### config.mk
export PLATFORM = sky130hd
export DESIGN_NAME = register_bus_reader_flat
export DESIGN_NICKNAME = d
export VERILOG_FILES = /design/src/rtl/register_bus_reader_pkg.sv /design/src/rtl/register_bus_reader_if.sv /design/src/rtl/register_bus_reader_cs_decoder.sv /design/src/rtl/register_bus_reader.sv /design/src/flat_wrapper.sv
export SDC_FILE = /design/constraint.sdc
export NUM_CORES = 1
export LEC_CHECK = 0
export BUFFER_PORTS_ARGS = -buffer_cell sky130_fd_sc_hd__buf_2
export CAP_MARGIN = 15
export CORE_MARGIN = 2
export CORE_UTILIZATION = 34
export CTS_BUF_LIST = sky130_fd_sc_hd__clkbuf_4
export CTS_CLUSTER_DIAMETER = 50
export DETAILED_ROUTE_END_ITERATION = 7
export PLACE_DENSITY = 0.7
export SLEW_MARGIN = 30
export SYNTH_ARGS = -nofsm -noshare
export SYNTH_HDL_FRONTEND = slang
export SYNTH_SLANG_ARGS = --single-unit
### constraint.sdc
create_clock -name Clock -period 1.8 [get_ports Clock]
set_input_delay 0.27 -clock Clock [delete_from_list [all_inputs] [get_ports Clock]]
set_output_delay 0.27 -clock Clock [all_outputs]
set_load 0.01 [all_outputs]
### src/rtl/register_bus_reader_pkg.sv
// Shared types and helpers for the register bus reader.
package reg_bus_pkg;

    // Scan FSM encoding; DRIVE selects one register, WAIT_OUT offers the captured word.
    typedef enum logic [1:0] {
        ST_IDLE     = 2'd0,
        ST_DRIVE    = 2'd1,
        ST_WAIT_OUT = 2'd2
    } state_t;

    // Ceiling log2; clog2(1)=0, clog2(2)=1, clog2(3)=2.
    function automatic int clog2(input int value);
        int result;
        int v;
        result = 0;
        v      = value - 1;
        while (v > 0) begin
            result = result + 1;
            v      = v >> 1;
        end
        return result;
    endfunction

endpackage

### src/rtl/register_bus_reader_if.sv
// Register bus and output stream of the register bus reader.
//
// Stream handshake: the reader raises OutValid with OutData/OutIndex and keeps
// all three stable until a transfer, which happens on a qualified edge
// (Tick=1) where OutValid=1 and OutReady=1. OutReady may toggle freely and
// never combinationally depends on OutValid being low.
interface register_bus_reader_if #(
    parameter int NrOfBits  = 8,
    parameter int NrOfRegs  = 16,
    parameter int IndexBits = 4
);
    logic [NrOfBits-1:0]  Bus;
    logic [NrOfRegs-1:0]  Cs;
    logic [NrOfBits-1:0]  OutData;
    logic [IndexBits-1:0] OutIndex;
    logic                 OutValid;
    logic                 OutReady;

    // Reader side: selects registers, samples Bus, sources the stream.
    modport master (
        input  Bus,
        input  OutReady,
        output Cs,
        output OutData,
        output OutIndex,
        output OutValid
    );

    // Environment side: register bank drives Bus, consumer drives OutReady.
    modport slave (
        output Bus,
        output OutReady,
        input  Cs,
        input  OutData,
        input  OutIndex,
        input  OutValid
    );
endinterface

### src/rtl/register_bus_reader_cs_decoder.sv
// One-hot-cold chip-select decoder: bit idx_i low when enabled, all ones otherwise.
module cs_decoder #(
    parameter int NrOfRegs  = 16,
    parameter int IndexBits = 4
) (
    input  logic [IndexBits-1:0] idx_i,
    input  logic                 en_i,
    output logic [NrOfRegs-1:0]  cs_o
);

    // Decode the index; an index outside the bank selects nothing.
    always_comb begin
        cs_o = '1;
        if (en_i) begin
            for (int i = 0; i < NrOfRegs; i++) begin
                if (idx_i == IndexBits'(i)) begin
                    cs_o[i] = 1'b0;
                end
            end
        end
    end

endmodule

### src/rtl/register_bus_reader.sv
// Scans a bank of tristate registers one at a time and streams each word
// out tagged with its register index.
module register_bus_reader
    import reg_bus_pkg::*;
#(
    parameter int NrOfBits     = 8,
    parameter int NrOfRegs     = 16,
    parameter int IndexBits    = 4,
    parameter int SettleCycles = 1
) (
    input  logic                  Clock,
    input  logic                  Reset,
    input  logic                  Tick,
    input  logic                  Start,
    input  logic                  Abort,
    register_bus_reader_if.master bus_if,
    output logic                  Busy,
    output logic                  Done,
    output state_t                DbgState
);

    localparam int CntBitsRaw = clog2(SettleCycles + 1);
    localparam int CntBits    = (CntBitsRaw < 1) ? 1 : CntBitsRaw;

    localparam logic [IndexBits-1:0] LastIdx    = IndexBits'(NrOfRegs - 1);
    localparam logic [CntBits-1:0]   SettleInit = CntBits'(SettleCycles);

    state_t               state_q, state_d;
    logic [IndexBits-1:0] idx_q, idx_d;
    logic [CntBits-1:0]   cnt_q, cnt_d;
    logic [NrOfBits-1:0]  data_q, data_d;
    logic [IndexBits-1:0] index_q, index_d;
    logic                 valid_q, valid_d;
    logic                 done_q, done_d;

    logic [NrOfRegs-1:0]  cs;

    // Next-state logic: Abort acts on any edge, everything else waits for Tick.
    always_comb begin
        state_d = state_q;
        idx_d   = idx_q;
        cnt_d   = cnt_q;
        data_d  = data_q;
        index_d = index_q;
        valid_d = valid_q;
        done_d  = 1'b0;   // Done is a single-cycle pulse independent of Tick

        if (Abort) begin
            // Captured data/index are kept; only the handshake is dropped.
            state_d = ST_IDLE;
            valid_d = 1'b0;
        end else if (Tick) begin
            unique case (state_q)
                ST_IDLE: begin
                    if (Start) begin
                        state_d = ST_DRIVE;
                        idx_d   = '0;
                        cnt_d   = SettleInit;
                    end
                end
                ST_DRIVE: begin
                    if (cnt_q == '0) begin
                        data_d  = bus_if.Bus;
                        index_d = idx_q;
                        valid_d = 1'b1;
                        state_d = ST_WAIT_OUT;
                    end else begin
                        cnt_d = cnt_q - 1'b1;
                    end
                end
                ST_WAIT_OUT: begin
                    if (valid_q && bus_if.OutReady) begin
                        valid_d = 1'b0;
                        if (idx_q == LastIdx) begin
                            done_d  = 1'b1;
                            state_d = ST_IDLE;
                        end else begin
                            idx_d   = idx_q + 1'b1;
                            cnt_d   = SettleInit;
                            state_d = ST_DRIVE;
                        end
                    end
                end
                default: begin
                    state_d = ST_IDLE;
                    valid_d = 1'b0;
                end
            endcase
        end
    end

    // State and output registers with synchronous reset.
    always_ff @(posedge Clock) begin
        if (Reset) begin
            state_q <= ST_IDLE;
            idx_q   <= '0;
            cnt_q   <= '0;
            data_q  <= '0;
            index_q <= '0;
            valid_q <= 1'b0;
            done_q  <= 1'b0;
        end else begin
            state_q <= state_d;
            idx_q   <= idx_d;
            cnt_q   <= cnt_d;
            data_q  <= data_d;
            index_q <= index_d;
            valid_q <= valid_d;
            done_q  <= done_d;
        end
    end

    // Only DRIVE selects a register, so WAIT_OUT always separates two selects.
    cs_decoder #(
        .NrOfRegs  (NrOfRegs),
        .IndexBits (IndexBits)
    ) u_cs_decoder (
        .idx_i (idx_q),
        .en_i  (state_q == ST_DRIVE),
        .cs_o  (cs)
    );

    assign bus_if.Cs       = cs;
    assign bus_if.OutData  = data_q;
    assign bus_if.OutIndex = index_q;
    assign bus_if.OutValid = valid_q;

    assign Busy     = (state_q != ST_IDLE);
    assign Done     = done_q;
    assign DbgState = state_q;

endmodule

### src/flat_wrapper.sv
// flat-port wrapper written by rule: the top's interface ports become plain ports
module register_bus_reader_flat import reg_bus_pkg::*;
#(
    parameter int NrOfBits     = 8,
    parameter int NrOfRegs     = 16,
    parameter int IndexBits    = 4,
    parameter int SettleCycles = 1
)
  (Clock, Reset, Tick, Start, Abort, Busy, Done, DbgState, bus_if_Bus, bus_if_OutReady, bus_if_Cs, bus_if_OutData, bus_if_OutIndex, bus_if_OutValid);
  register_bus_reader_if #(.NrOfBits(NrOfBits), .NrOfRegs(NrOfRegs), .IndexBits(IndexBits)) bus_if_i ();
  input  logic Clock;
  input  logic Reset;
  input  logic Tick;
  input  logic Start;
  input  logic Abort;
  output logic Busy;
  output logic Done;
  output state_t DbgState;
  input wire logic [$bits(bus_if_i.Bus)-1:0] bus_if_Bus;
  input wire logic [$bits(bus_if_i.OutReady)-1:0] bus_if_OutReady;
  output wire logic [$bits(bus_if_i.Cs)-1:0] bus_if_Cs;
  output wire logic [$bits(bus_if_i.OutData)-1:0] bus_if_OutData;
  output wire logic [$bits(bus_if_i.OutIndex)-1:0] bus_if_OutIndex;
  output wire logic [$bits(bus_if_i.OutValid)-1:0] bus_if_OutValid;
  assign bus_if_i.Bus = bus_if_Bus;
  assign bus_if_i.OutReady = bus_if_OutReady;
  assign bus_if_Cs = bus_if_i.Cs;
  assign bus_if_OutData = bus_if_i.OutData;
  assign bus_if_OutIndex = bus_if_i.OutIndex;
  assign bus_if_OutValid = bus_if_i.OutValid;
  register_bus_reader #(.NrOfBits(NrOfBits), .NrOfRegs(NrOfRegs), .IndexBits(IndexBits), .SettleCycles(SettleCycles)) u_core (.Clock(Clock), .Reset(Reset), .Tick(Tick), .Start(Start), .Abort(Abort), .bus_if(bus_if_i), .Busy(Busy), .Done(Done), .DbgState(DbgState));
endmodule
* Word level (Yosys, flattened, before mapping)
Index checks and enable logic that the tools add are counted.
** Operators by class
- Add/subtract/negate cells :: 2
- Multiply operators :: 0
- Divide/modulo/power cells :: 0
- Magnitude comparators :: 0
- Equal/unequal tests :: 21
- Shifts and indexed selects :: 0
- Multiplexer cells :: 35
- Bitwise logic cells :: 6
- Reduce and logical (&&, ||, !) cells :: 13
** Operators with widths (number)
- equality test 4 bit, second input constant :: 8
- two-way mux 1 bit :: 24
- equality test 4 x 3 -> 1 bit, second input constant :: 4
- two-way mux 16 bit :: 1
- two-way mux 4 bit :: 3
- AND reduction 4 bit :: 3
- AND reduction 6 bit :: 2
- equality test 4 x 2 -> 1 bit, second input constant :: 2
- one-hot mux 4 bit (2 select lines) :: 1
- two-way mux 2 bit :: 3
- inequality test 2 bit, second input constant :: 3
- NOT 1 bit :: 6
- one-hot mux 1 bit (3 select lines) :: 2
- one-hot mux 2 bit (3 select lines) :: 1
- OR reduction 5 bit :: 1
- adder 4 x 1 -> 4 bit, second input constant :: 1
- equality test 4 x 1 -> 1 bit, second input constant :: 1
- logical NOT 4 bit :: 1
- nonzero test 2 bit :: 2
- nonzero test 3 bit :: 1
- equality test 2 x 1 -> 1 bit, second input constant :: 1
- equality test 2 bit, second input constant :: 1
- logical NOT 2 bit :: 1
- inequality test 2 x 1 -> 1 bit, second input constant :: 1
- other kinds (3) :: 3
** Storage, ports and cells
- Register bits after elaboration :: 21
- Bits in latches :: 0
- Bits in writable memories :: 0
- ROM bits :: 0
- Input port bits :: 14
- Output and inout port bits :: 33
- Word-level logic and storage cells :: 84
- Memories kept :: 0

* Logic depth before layout (Yosys ltp)
- Depth in word-level cells :: 4
- Mapped depth :: 6
- Gate-level depth less buffers :: 5

* By module
A second synthesis with hierarchy kept.
** Second synthesis, totals
- Cell total of the unflattened synthesis :: 124
- Area, all modules :: 1098.6 sq um
** Modules (own cells, without submodules)
- register_bus_reader :: times used 1, cells each 96, area each 922.1 sq um, seq. area each 420.4 sq um
- cs_decoder :: times used 1, cells each 28, area each 176.4 sq um, seq. area each 0.0 sq um

* Least setup slack after synthesis
No wires, ideal clock.
- Path kind :: register -> register
- Start point :: reg u_core.idx_q[0]
- End point :: reg u_core.cnt_q
- Setup time :: 115 ps
- Arrival :: 1257 ps
- Data required time :: 1685 ps
- Path slack :: 428 ps
- Cell stages (with the launch flop) :: 6
- Path buffers :: 0
- Period minus slack after synthesis :: 1372 ps
- Path through :: dfxtp_1 -> ha_1 -> nand3_1 -> a31oi_1 -> nor3_2 -> o21a_1
** On the way
- Longest elaborated chain between the ends :: 3
** RTL lines
- from (decl) :: line register_bus_reader.sv:29 : logic [IndexBits-1:0] idx_q, idx_d;
- from (signal assigned) :: line register_bus_reader.sv:104 : idx_q <= idx_d;
- equality test 4 bit :: line register_bus_reader.sv:74 : if (idx_q == LastIdx) begin
- inequality test 2 bit (no line)
- AND reduction 6 bit (no line)
- to (signal assigned) :: line register_bus_reader.sv:105 : cnt_q <= cnt_d;
- to (decl) :: line register_bus_reader.sv:30 : logic [CntBits-1:0] cnt_q, cnt_d;
No other way between the ends.
A chain may end at the register's enable or synchronous reset.

* Worst setup path in the final report
- Start point :: reg u_core.state_q[1], in the netlist u_core.DbgState[1]
- End point :: out bus_if_Cs[3]
** On the way
- Longest elaborated chain between the ends :: 2
** RTL lines
- from (decl) :: line register_bus_reader.sv:28 : state_t state_q, state_d;
- from (signal assigned) :: line register_bus_reader.sv:103 : state_q <= state_d;
- equality test 2 x 1 -> 1 bit :: line register_bus_reader.sv:119 : .en_i (state_q == ST_DRIVE),
- two-way mux 16 bit :: line register_bus_reader_cs_decoder.sv:14 : if (en_i) begin
- to (decl) :: line flat_wrapper.sv:21 : output wire logic [$bits(bus_if_i.Cs)-1:0] bus_if_Cs;
No other way between the ends.

==> results.toml <==
[clocking]
worstSkewPairLatency_ns = 0.30
cts_setup_buffers = 0
cts_buffer_depth = 2
cts-resized-gates = 2
cts_tree = "yes"
cts.clk_slew.worst_paths_ns = 0.12
cts_sinks = 21
cts_root_buf = "clkbuf_4"
ctsHoldBuffers = 0
cts-buffers-inserted = 3
htree_levels = 1

[critical_path]
timing.rr.start = "u_core.idx_q[0]"
rr_worst_depth = 5
cp-end-kind = "output pin"
arrival_ns = 1.41
crit_path_max_fanout = 10
critPathLaunchType = "flop"
reg2reg_to = "u_core.idx_q[1]"
worstSetupStartpoint = "u_core.DbgState[1]"
critPathCapture = "bus_if_Cs[3]"
crit_type = "reg -> out"
required_ns = 1.53
rrSetupSlack_ns = 0.18

[job]
cap_violations = 0

[timing]
rsz0062_at_grt = "no"
timing.fmax_mhz = 597
finalHoldViolCount = 0
worst_pin_slew_ns = 0.417
slew_headroom_pct = 72.1
slew_viol_final = 0
skew_ns = 0.00228
final.min_clock_period_ns = 1.68
fin_ws_ns = 0.125
hold_ws_ns = 0.137
finalCritPeriodShare_pct = 93.1
fin_setup_tns_ns = 0
finalSetupViolations = 0

[floorplanning]
dieArea_um2 = 3670
die_w_um = 60.6
ios = 47
die_y_um = 60.6
start_util_pct = 35.7
row_count = 20
coreArea_um2 = 3050

[power]
seqPwrFrac_pct = 60.7
p_comb_share_pct = 10.0
p_switching_uw = 192
p_leak_nw = 0.665
power_density_nw_per_um2 = 564
p_int_uw = 588
ir_worst_vdd_v = 0.000299
switching_share_pct = 24.6
clkPwrFrac_pct = 29.3

[global_route]
antenna_found_initial = 0
track_usage_pct = 14.5
first_global_vias = 912
grt_start_max_net_pins = 19
grt_overflow = 0
grt_pass1_wl_um = 4060

[final_layout]
area_growth_pct = 27.1
insertedDiodeCount = 0
multi_input_area_um2 = 618
register_area_um2 = 423
fillers = 339
drive_gt1_share_pct = 35.1
num-nets-final = 190

[detailed_routing]
routed_wl_um = 2520
drt_iter0_markers = 30
drc = 0
wire_per_inst_um = 11.7
vias_per_cell = 4.69
ant_nets = 0
num_vias = 1009
firstDrtPassIters = 4

[synth]
ys_seq_area_share_pct = 38.6
synth-seq-cells = 21
synth.distinct_cells = 33
synth_top_cell_by_area = "dfxtp_1"
avgSynthCellArea_um2 = 8.64
synth_top_area_share_pct = 38.6
synth_edf_count = 0
synth_area_um2 = 1090
yosys_warnings = 0
synth-main-ff-cell = "dfxtp_1"
synth_area_leaders = "dfxtp_1 (39%), mux2i_1 (12%), nand2_1 (7.9%), nor2_1 (5.9%), ha_1 (4.6%)"
syn_inst = 126
synth_nets = 144
async_flop_share_pct = 0

[outcome]
status = "finished clean"

[placement]
port_buffers = 46
pre_cts_ws_ns = 0.222
place.detailed.hpwl_um = 1880
gp_congestion = 0.849

[worst_hold_path]
min_path_cells = 2
hold_path_class = "in -> reg"
[cell families after synthesis]
group / Yosys count / share of synthesized area [%]
AO/OA/AOI/OAI: 15 / 9.31
adder cells (fa/ha/maj): 4 / 4.60
buffers and inverters: 12 / 5.63
flip-flops: 21 / 38.6
multiplexers: 13 / 12.0
AND/OR/NAND/NOR: 61 / 29.9
[how the worst min path moves through the flow]
stage                      from            endpoint  slack [ns]
final                     Abort  u_core.DbgState[1]        0.14
after global routing      Abort  u_core.DbgState[1]        0.13
after CTS                 Abort  u_core.DbgState[1]        0.14
after detailed placement  Abort  u_core.DbgState[1]        0.47
after global placement    Abort  u_core.DbgState[1]        0.47
after floorplan           Abort  u_core.DbgState[1]        0.35
[power groups by stage]
stage	logic [mW]	clock network [mW]	registers [mW]
floorplan	0.0454	0	0.485
global placement	0.0765	0	0.484
detailed placement	0.0762	0	0.484
CTS	0.0781	0.235	0.474
global route	0.0868	0.260	0.475
finish	0.0779	0.228	0.474
[routing by layer]
| layer | GRT usage [%] | wire length (um) | vias to the layer above |
|---|---|---|---|
| li1 | - | - | 517 |
| met1 | 18.9 | 1120 | 461 |
| met2 | 24.1 | 1280 | 29 |
| met3 | 1.07 | 97 | 2 |
| met4 | 7.45 | 17 | 0 |
| met5 | 0 | 0 | - |
[through the flow]
stage | power [mW] | instances | cell area, um^2 | util, %
floorplan | 0.530 | 126 | 1090 | -
global placement | 0.560 | 211 | 1340 | 44.0
detailed placement | 0.560 | 211 | 1340 | 44.0
CTS | 0.787 | 215 | 1380 | 45.2
global route | 0.821 | 215 | 1380 | 45.3
finish | 0.780 | 215 | 1380 | 45.3
[layout make-up]
cell class / instances / share of cell area [%]
clock buffer: 3 / 1.63
clock inverter: 1 / 0.362
inverter: 6 / 1.63
multi-input combinational: 93 / 44.7
sequential: 21 / 30.6
tap: 44 / 3.98
timing repair buffer: 47 / 17.2
[placed cells by master (no fill, tap or decap), types with 2 or more instances in the layout]
cell | Yosys | final
nand4b_1 | 2 | 2
dfxtp_1 | 21 | 19
inv_1 | 6 | 6
ha_1 | 4 | 4
nor3_1 | 2 | 2
a21oi_1 | 2 | 2
nand2_1 | 23 | 23
a31oi_1 | 2 | 2
and3_1 | 2 | 2
nand3_1 | 2 | 2
o21ai_1 | 4 | 4
buf_2 | 1 | 46
mux2i_1 | 13 | 13
and2_1 | 2 | 2
clkbuf_4 | 0 | 3
dfxtp_2 | 0 | 2
nor4_1 | 2 | 2
nor2_1 | 17 | 17
[Yosys cell counts (3+ instances only)]
| master | n |
|---|---|
| nor2_1 | 17 |
| inv_1 | 6 |
| clkbuf_1 | 3 |
| o21ai_1 | 4 |
| nand2_1 | 23 |
| ha_1 | 4 |
| mux2i_1 | 13 |
| dfxtp_1 | 21 |
[registers in the layout, summed over array words and instances (netlist names)]
| name | count |
|---|---|
| u_core.cnt_q | 1 |
| u_core.DbgState | 2 |
| u_core.idx_q | 4 |
| u_core.bus_if.OutIndex | 4 |
| u_core.bus_if.OutData | 8 |
| u_core.Done | 1 |
| u_core.bus_if.OutValid | 1 |
[critical path: stages (launching register included)]
cell	delay [ns]
dfxtp_2	0.40
nor2b_4	0.20
nor3b_2	0.28
nand2_1	0.08
buf_2	0.14
Note: power is estimated with default switching activity, not from simulation.
